`src/rtl/uart_param_pkg.sv`:
```
// uart_param shared types and constants.
// State encodings, parity modes and oversampling points.
package uart_param_pkg;

  typedef enum logic [2:0] {
    IDLE,
    START,
    DATA,
    PARITY,
    STOP
  } state_t;

  localparam logic [1:0] PAR_NONE = 2'b00;
  localparam logic [1:0] PAR_ODD  = 2'b01;
  localparam logic [1:0] PAR_EVEN = 2'b10;

  localparam int OSR_TICKS  = 16;
  localparam int START_TICK = 7;

endpackage

```
`src/rtl/uart_param_fifo.sv`:
```
// First-word-fall-through FIFO, occupancy tracked by a count register.
// Head word reads as zero while empty.
module uart_param_fifo #(
  parameter int W  = 8,
  parameter int AW = 4
) (
  input  logic         clk,
  input  logic         rst,
  input  logic         wr,
  input  logic [W-1:0] wr_data,
  input  logic         rd,
  output logic [W-1:0] rd_data,
  output logic         empty,
  output logic         full
);

  localparam int DEPTH = 1 << AW;

  logic [W-1:0]  mem [DEPTH];
  logic [AW-1:0] wptr;
  logic [AW-1:0] rptr;
  logic [AW:0]   cnt;
  logic          we;
  logic          re;

  assign re      = rd && !empty;
  // a pop frees the slot, so a write to a full FIFO still lands
  assign we      = wr && (!full || re);
  assign empty   = (cnt == '0);
  assign full    = (cnt == (AW+1)'(DEPTH));
  assign rd_data = empty ? '0 : mem[rptr];

  always_ff @(posedge clk) begin
    if (we) mem[wptr] <= wr_data;
  end

  always_ff @(posedge clk) begin
    if (rst) begin
      wptr <= '0;
      rptr <= '0;
      cnt  <= '0;
    end else begin
      if (we) wptr <= wptr + AW'(1);
      if (re) rptr <= rptr + AW'(1);
      if (we && !re)
        cnt <= cnt + (AW+1)'(1);
      else if (re && !we)
        cnt <= cnt - (AW+1)'(1);
    end
  end

endmodule

```
`src/rtl/uart_param.sv`:
```
// Parametrised full-duplex UART with runtime divisor, parity and stop mode.
// RX and TX are each buffered by a FWFT FIFO.
module uart_param
  import uart_param_pkg::*;
#(
  parameter int DBIT   = 8,
  parameter int DVSR_W = 11,
  parameter int FIFO_W = 4
) (
  input  logic              clk,
  input  logic              rst,
  input  logic [DVSR_W-1:0] dvsr,
  input  logic [1:0]        cfg_parity,
  input  logic              cfg_stop2,
  input  logic              rx,
  output logic              tx,
  input  logic              wr_uart,
  input  logic [DBIT-1:0]   wr_data,
  input  logic              rd_uart,
  output logic [DBIT-1:0]   rd_data,
  output logic [1:0]        rd_err,
  output logic              rx_empty,
  output logic              rx_full,
  output logic              tx_empty,
  output logic              tx_full,
  output logic              rx_overrun,
  input  logic              clr_overrun
);

  function automatic logic par_on(logic [1:0] m);
    return (m == PAR_ODD) || (m == PAR_EVEN);
  endfunction

  function automatic logic par_of(logic [1:0] m, logic [DBIT-1:0] d);
    return (m == PAR_ODD) ? ~^d : ^d;
  endfunction

  logic [DVSR_W-1:0] bcnt;
  logic [DVSR_W-1:0] btop;
  logic [DVSR_W-1:0] dtop;
  logic              s_tick;

  // the top count is re-latched only at a wrap
  assign dtop   = (dvsr == '0) ? '0 : dvsr - DVSR_W'(1);
  assign s_tick = (bcnt == btop);

  always_ff @(posedge clk) begin
    if (rst || s_tick) begin
      bcnt <= '0;
      btop <= dtop;
    end else begin
      bcnt <= bcnt + DVSR_W'(1);
    end
  end

  logic rx_m;
  logic rxs;

  always_ff @(posedge clk) begin
    if (rst) begin
      rx_m <= 1'b1;
      rxs  <= 1'b1;
    end else begin
      rx_m <= rx;
      rxs  <= rx_m;
    end
  end

  state_t          rx_state;
  logic [3:0]      rx_t;
  logic [2:0]      rx_n;
  logic [DBIT-1:0] rx_sreg;
  logic [1:0]      rx_par;
  logic            rx_perr;
  logic            rx_ferr;
  logic            rx_hold;
  logic            rx_push;
  logic            rx_drop;
  logic [DBIT+1:0] rx_head;

  always_ff @(posedge clk) begin
    if (rst) begin
      rx_state <= IDLE;
      rx_t     <= '0;
      rx_n     <= '0;
      rx_sreg  <= '0;
      rx_par   <= PAR_NONE;
      rx_perr  <= 1'b0;
      rx_ferr  <= 1'b0;
      rx_hold  <= 1'b0;
      rx_push  <= 1'b0;
    end else begin
      rx_push <= 1'b0;
      unique case (rx_state)
        IDLE: begin
          if (rx_hold) begin
            if (rxs) rx_hold <= 1'b0;
          end else if (!rxs) begin
            rx_state <= START;
            rx_t     <= '0;
            rx_par   <= cfg_parity;
            rx_perr  <= 1'b0;
          end
        end
        START: if (s_tick) begin
          if (rx_t == 4'(START_TICK)) begin
            rx_t     <= '0;
            rx_n     <= '0;
            rx_state <= rxs ? IDLE : DATA;
          end else begin
            rx_t <= rx_t + 4'd1;
          end
        end
        DATA: if (s_tick) begin
          if (rx_t == 4'(OSR_TICKS-1)) begin
            rx_t    <= '0;
            rx_sreg <= {rxs, rx_sreg[DBIT-1:1]};
            if (rx_n == 3'(DBIT-1))
              rx_state <= par_on(rx_par) ? PARITY : STOP;
            else
              rx_n <= rx_n + 3'd1;
          end else begin
            rx_t <= rx_t + 4'd1;
          end
        end
        PARITY: if (s_tick) begin
          if (rx_t == 4'(OSR_TICKS-1)) begin
            rx_t     <= '0;
            rx_perr  <= (rxs != par_of(rx_par, rx_sreg));
            rx_state <= STOP;
          end else begin
            rx_t <= rx_t + 4'd1;
          end
        end
        STOP: if (s_tick) begin
          if (rx_t == 4'(OSR_TICKS-1)) begin
            rx_t     <= '0;
            rx_ferr  <= !rxs;
            rx_hold  <= !rxs;
            rx_push  <= 1'b1;
            rx_state <= IDLE;
          end else begin
            rx_t <= rx_t + 4'd1;
          end
        end
        default: rx_state <= IDLE;
      endcase
    end
  end

  uart_param_fifo #(.W(DBIT+2), .AW(FIFO_W)) u_rx_fifo (
    .clk     (clk),
    .rst     (rst),
    .wr      (rx_push),
    .wr_data ({rx_ferr, rx_perr, rx_sreg}),
    .rd      (rd_uart),
    .rd_data (rx_head),
    .empty   (rx_empty),
    .full    (rx_full)
  );

  assign rd_data = rx_head[DBIT-1:0];
  assign rd_err  = rx_head[DBIT+1:DBIT];
  assign rx_drop = rx_push && rx_full && !rd_uart;

  always_ff @(posedge clk) begin
    if (rst)
      rx_overrun <= 1'b0;
    else if (rx_drop)
      rx_overrun <= 1'b1;
    else if (clr_overrun)
      rx_overrun <= 1'b0;
  end

  state_t          tx_state;
  logic [4:0]      tx_t;
  logic [2:0]      tx_n;
  logic [DBIT-1:0] tx_sreg;
  logic            tx_pbit;
  logic            tx_pen;
  logic            tx_stop2;
  logic            tx_go;
  logic            tx_pop;
  logic [DBIT-1:0] tx_head;

  assign tx_pop = (tx_state == IDLE) && !tx_empty;

  always_ff @(posedge clk) begin
    if (rst) begin
      tx_state <= IDLE;
      tx_t     <= '0;
      tx_n     <= '0;
      tx_sreg  <= '0;
      tx_pbit  <= 1'b0;
      tx_pen   <= 1'b0;
      tx_stop2 <= 1'b0;
      tx_go    <= 1'b0;
      tx       <= 1'b1;
    end else begin
      unique case (tx_state)
        IDLE: if (!tx_empty) begin
          tx_sreg  <= tx_head;
          tx_pbit  <= par_of(cfg_parity, tx_head);
          tx_pen   <= par_on(cfg_parity);
          tx_stop2 <= cfg_stop2;
          tx_go    <= 1'b0;
          tx_t     <= '0;
          tx_state <= START;
        end
        START: if (s_tick) begin
          // first tick aligns the start bit to the baud grid
          if (!tx_go) begin
            tx_go <= 1'b1;
            tx    <= 1'b0;
          end else if (tx_t == 5'(OSR_TICKS-1)) begin
            tx_t     <= '0;
            tx_n     <= '0;
            tx       <= tx_sreg[0];
            tx_state <= DATA;
          end else begin
            tx_t <= tx_t + 5'd1;
          end
        end
        DATA: if (s_tick) begin
          if (tx_t == 5'(OSR_TICKS-1)) begin
            tx_t    <= '0;
            tx_sreg <= tx_sreg >> 1;
            if (tx_n == 3'(DBIT-1)) begin
              tx       <= tx_pen ? tx_pbit : 1'b1;
              tx_state <= tx_pen ? PARITY : STOP;
            end else begin
              tx_n <= tx_n + 3'd1;
              tx   <= tx_sreg[1];
            end
          end else begin
            tx_t <= tx_t + 5'd1;
          end
        end
        PARITY: if (s_tick) begin
          if (tx_t == 5'(OSR_TICKS-1)) begin
            tx_t     <= '0;
            tx       <= 1'b1;
            tx_state <= STOP;
          end else begin
            tx_t <= tx_t + 5'd1;
          end
        end
        STOP: if (s_tick) begin
          if (tx_t == (tx_stop2 ? 5'(2*OSR_TICKS-1) : 5'(OSR_TICKS-1))) begin
            tx_t     <= '0;
            tx_state <= IDLE;
          end else begin
            tx_t <= tx_t + 5'd1;
          end
        end
        default: tx_state <= IDLE;
      endcase
    end
  end

  uart_param_fifo #(.W(DBIT), .AW(FIFO_W)) u_tx_fifo (
    .clk     (clk),
    .rst     (rst),
    .wr      (wr_uart),
    .wr_data (wr_data),
    .rd      (tx_pop),
    .rd_data (tx_head),
    .empty   (tx_empty),
    .full    (tx_full)
  );

endmodule

```
`config.mk`:
```
export PLATFORM = sky130hd
export DESIGN_NAME = uart_param
export DESIGN_NICKNAME = d
export VERILOG_FILES = /design/src/rtl/uart_param_pkg.sv /design/src/rtl/uart_param_fifo.sv /design/src/rtl/uart_param.sv
export SDC_FILE = /design/constraint.sdc
export NUM_CORES = 1
export LEC_CHECK = 0
export BUFFER_PORTS_ARGS = -buffer_cell sky130_fd_sc_hd__buf_2
export CAP_MARGIN = 20
export CORE_MARGIN = 1
export CORE_UTILIZATION = 40
export DETAILED_ROUTE_END_ITERATION = 12
export RECOVER_POWER = 50
export SYNTH_ARGS = -nofsm -noshare
export SYNTH_HDL_FRONTEND = slang
export SYNTH_HIERARCHICAL = 1
export SYNTH_SLANG_ARGS = --single-unit
```
`constraint.sdc`:
```
create_clock -name clk -period 4.6 [get_ports clk]
set_input_delay 0.23 -clock clk [delete_from_list [all_inputs] [get_ports clk]]
set_output_delay 0.23 -clock clk [all_outputs]
set_load 0.1 [all_outputs]
```
==> summary.txt <==
Place
  • Placed cell area: 17,600 µm²
  • GP Congestion: 0.804
  • Dpl hpwl: 21,100 µm
  • Dpl ws: approximately 0.86 ns
  • Placed cell count: roughly 1,700
  • Port bufs: 43

Setup path
  • CP peak stage delay: 0.70 ns
  • Worst path cell trace: or4_4 > nor2_2 > buf_4 > nor3_2 > nor2b_1 > a21boi_2 > ha_1 > inv_1 > ha_1 > a21oi_1 > a211oi_1 > a31oi_1 > mux2_2
  • CP most frequent cell: ha_1
  • Slowest cell on the critical path: nor3_2
  • CP startpoint kind: flip-flop
  • Critical R2R Capture: u_tx_fifo/cnt[4]
  • Endpoint type of the worst setup path: flip-flop
  • Worst Path Required: about 5 ns
  • Critical R2R Launch: u_tx_fifo/cnt[0]
  • Worst reg-to-reg setup slack: roughly 0.80 ns
  • Arr. time, crit path: ~4.2 ns
  • CP Class: reg -> reg
  • Crit Path Max Fanout: 12
  • Worst R2R Path Depth: 13

Layout
  • Nets: 1,240
  • Final std cells w/o fill: 1,741
  • Filler Cell Count: 3,572
  • Multi-input gate area: 5580 µm²
  • Area Growth Syn to Fin: 12.1%
  • Number of diodes: 0
  • Layout cell share with drive strength beyond 1: 0.131
  • Final Cell Area: around 19,000 µm²
  • Register Area: ~11,000 µm²

Logic synthesis
  • Post-synth EDFFs: roughly 300
  • Mapped Cells: roughly 1,100
  • Post-synthesis mux area share: 0.131
  • FF+latch count, synth: slightly below 400
  • Largest family of logic cells by synthesized area: multiplexers
  • Netlist cell types: between 60 and 70
  • Area fraction of the dominant cell type after synthesis: 0.532
  • Post-synthesis simple-gate area fraction: 0.0921
  • Post-synthesis adder-cell area fraction: 0.0254
  • Sequential share of the synthesized area: 0.646
  • Most frequent cell after synthesis: edfxtp_1
  • Commonest cells post-synth: 299 x edfxtp_1, 123 x nor2_1, 96 x dfxtp_1
  • XOR/XNOR share of the synthesized area: 0.0311
  • Leading post-synthesis cells by cell area: edfxtp_1 53%, dfxtp_1 11%, mux4_1 5.9%, mux4_2 4.5%, nor2_1 2.7%
  • Mean Syn Cell Area: around 15 µm²
  • Synthesis Warnings: 6
  • Syn Std Cell Area: roughly 17,000 µm²
  • Asr flop ratio synth: 0
  • Post-synthesis compound-gate area fraction: 0.0526
  • Mapped Nets: ~1,200
  • Yosys top cell by area: edfxtp_1
  • Dominant synthesized flop cell: edfxtp_1

Power
  • Worst vdd ir: 373 µV
  • Switching part of the total: 0.309
  • Power per standard cell area: ~520 nW/µm²
  • Share of power burned in registers: 0.429
  • Pleak: 6.34 nW
  • Clock power frac: 0.327
  • Net Sw Power: roughly 0.003 W
  • Combinational power share: 0.244
  • P_int: roughly 0.0067 W

Global route
  • Largest net degree at the start of global routing: 50
  • First-pass GRT wire length: around 52,000 µm
  • Initial antenna violation count: 1
  • Vias in the first global route: roughly 9,000
  • All-Layer GR Usage: 0.154
  • Remaining Overflow, GRT: 0

Timing
  • RSZ-0062 raised after global routing: false
  • Final hold viol count: 0
  • Final setup TNS: 0 ns
  • Fmax: approximately 260 MHz
  • Final setup skew: between 0.009 and 0.01 ns
  • Worst setup margin: about 0.80 ns
  • Slew Limit Fails: 0
  • Setup-failing EPs final: 0
  • Worst Tran Pin Value: 1.17 ns
  • Min cycle time layout: between 3 and 4 ns
  • Tcrit/Tclk final: 0.826
  • Slew HR: 0.226

Routing
  • Vias: between 9,000 and 10,000
  • DRT Wirelength: around 33,000 µm
  • Met2 WL: 16,400 µm
  • DRT Pass-1 Iters: 6
  • 1st-iter DRT viols: a little over 500
  • DRC Markers: 0
  • Vias per inst: 5.30
  • Post-route ant nets: 0
  • Routed wl met3: around 1300 µm
  • Routed len/inst: around 19 µm
  • Wl on met1: ~15,000 µm
  • Highest Signal Layer: met5

Clock tree
  • Max clock buf depth: 3
  • Latest clock arrival within the worst-skew pair: 0.53 ns
  • # hold bufs at CTS: 6
  • Clock root buffer: clkbuf_16
  • Post-CTS setup buffers: 0
  • Clock H-tree levels: 2
  • CTS buffer count: 43
  • CTS tree: yes
  • Clock sink total: around 400
  • Clk slew on worst S/H paths: ~0.06 ns
  • Post_cts resized: 0

Floorplan
  • IO Count: 44
  • Core Footprint: 41,200 µm²
  • Die area: ~43,000 µm²
  • Height of the die: a little over 200 µm
  • Starting Density: 0.410
  • Row cnt: 74
  • Die Width: 207 µm

Worst hold path
  • Min-delay src: dvsr[8]
  • HP Class: in -> reg
  • Hold worst-path end: btop[8]
  • WHS Path Cells: 3

Flow run
  • Max-cap viol count: 0

Status
  • Status: complete, no violations
state kept, by name, indices dropped and copies added, names as in the netlist, 5 cells and up, named ones only:
register       count
u_rx_fifo/mem    160
u_tx_fifo/mem    128
bcnt              11
btop              11
rx_sreg            8
tx_sreg            8
tx_t               5
u_rx_fifo/cnt      5
u_tx_fifo/cnt      5
power by group through the flow:
| stage | logic, W | clock network (W) | registers [W] |
|---|---|---|---|
| after floorplan | 0.00207 | 0 | 0.00411 |
| after global placement | 0.00237 | 0 | 0.00425 |
| after global routing | 0.00259 | 0.00342 | 0.00421 |
| after detailed placement | 0.00241 | 0 | 0.00426 |
| after CTS | 0.00242 | 0.00327 | 0.00419 |
| final | 0.00238 | 0.00318 | 0.00418 |
cell type report:
cell class | count | area share
flip-flops and latches | 395 | 0.576
clock buffers | 55 | 0.0621
inverters | 18 | 0.00357
clock inverters | 20 | 0.00728
multi-input cells | 654 | 0.295
well taps | 532 | 0.0352
repair buffers | 67 | 0.0204
per-layer routing:
metal	global-route usage	vias to the layer above
met2	0.265	153
li1	-	4418
met5	0	-
met1	0.202	4605
met3	0.0265	44
met4	0.0396	2
logic make-up (layout without fill, tap and decap cells):
logic type / count (synthesis) / count (layout)
XOR/XNOR: 60 / 60
buffers and inverters: 76 / 160
adder cells (fa/ha/maj): 33 / 33
AND/OR/NAND/NOR: 315 / 315
flip-flops: 395 / 395
AO/OA/AOI/OAI: 130 / 130
multiplexers: 116 / 116
layout by cell type, fill, tap and decap left out, drive strengths merged, types with 20 or more instances in the layout:
master    n
a211oi   43
a21oi    34
buf      47
clkbuf   69
dfxtp    96
edfxtp  299
ha       31
mux2i    41
mux4     72
nand2    50
nand3    24
nor2    124
nor2b    30
o21ai    20
xnor2    28
xor2     32
how the worst max path moves through the flow:
stage / from / to / slack (ns) / depth (start not counted)
6_report: u_tx_fifo/cnt[0] / u_tx_fifo/cnt[4] / 0.80 / 13
4_1_cts: u_tx_fifo/cnt[0] / u_tx_fifo/cnt[4] / 0.84 / 13
2_1_floorplan: u_tx_fifo/cnt[0] / u_tx_fifo/cnt[4] / 0.45 / 12
3_5_place_dp: u_tx_fifo/cnt[0] / u_tx_fifo/cnt[4] / 0.86 / 13
5_1_grt: u_tx_fifo/cnt[0] / u_tx_fifo/cnt[4] / 0.59 / 13
3_3_place_gp: u_tx_fifo/cnt[0] / u_tx_fifo/cnt[4] / 0.96 / 13
metrics by stage:
| step | hold WS, ns | total power [W] | utilization |
|---|---|---|---|
| after floorplan | 0.329 | 0.00618 | - |
| after global placement | 0.397 | 0.00663 | 0.427 |
| after detailed placement | 0.400 | 0.00667 | 0.427 |
| after CTS | 0.0414 | 0.00988 | 0.460 |
| after global routing | 0.0711 | 0.0102 | 0.459 |
| final | 0.0580 | 0.00975 | 0.459 |
worst max-delay path, delay by kind of cell (launching register included):
kind	cells	cell delay, ns
AO/OA/AOI/OAI	4	0.86
adder cells (fa/ha/maj)	2	0.58
buffers and inverters	2	0.29
flip-flops	1	0.43
multiplexers	1	0.35
AND/OR/NAND/NOR	4	1.16
No activity file was read; power rests on OpenSTA's default activity.
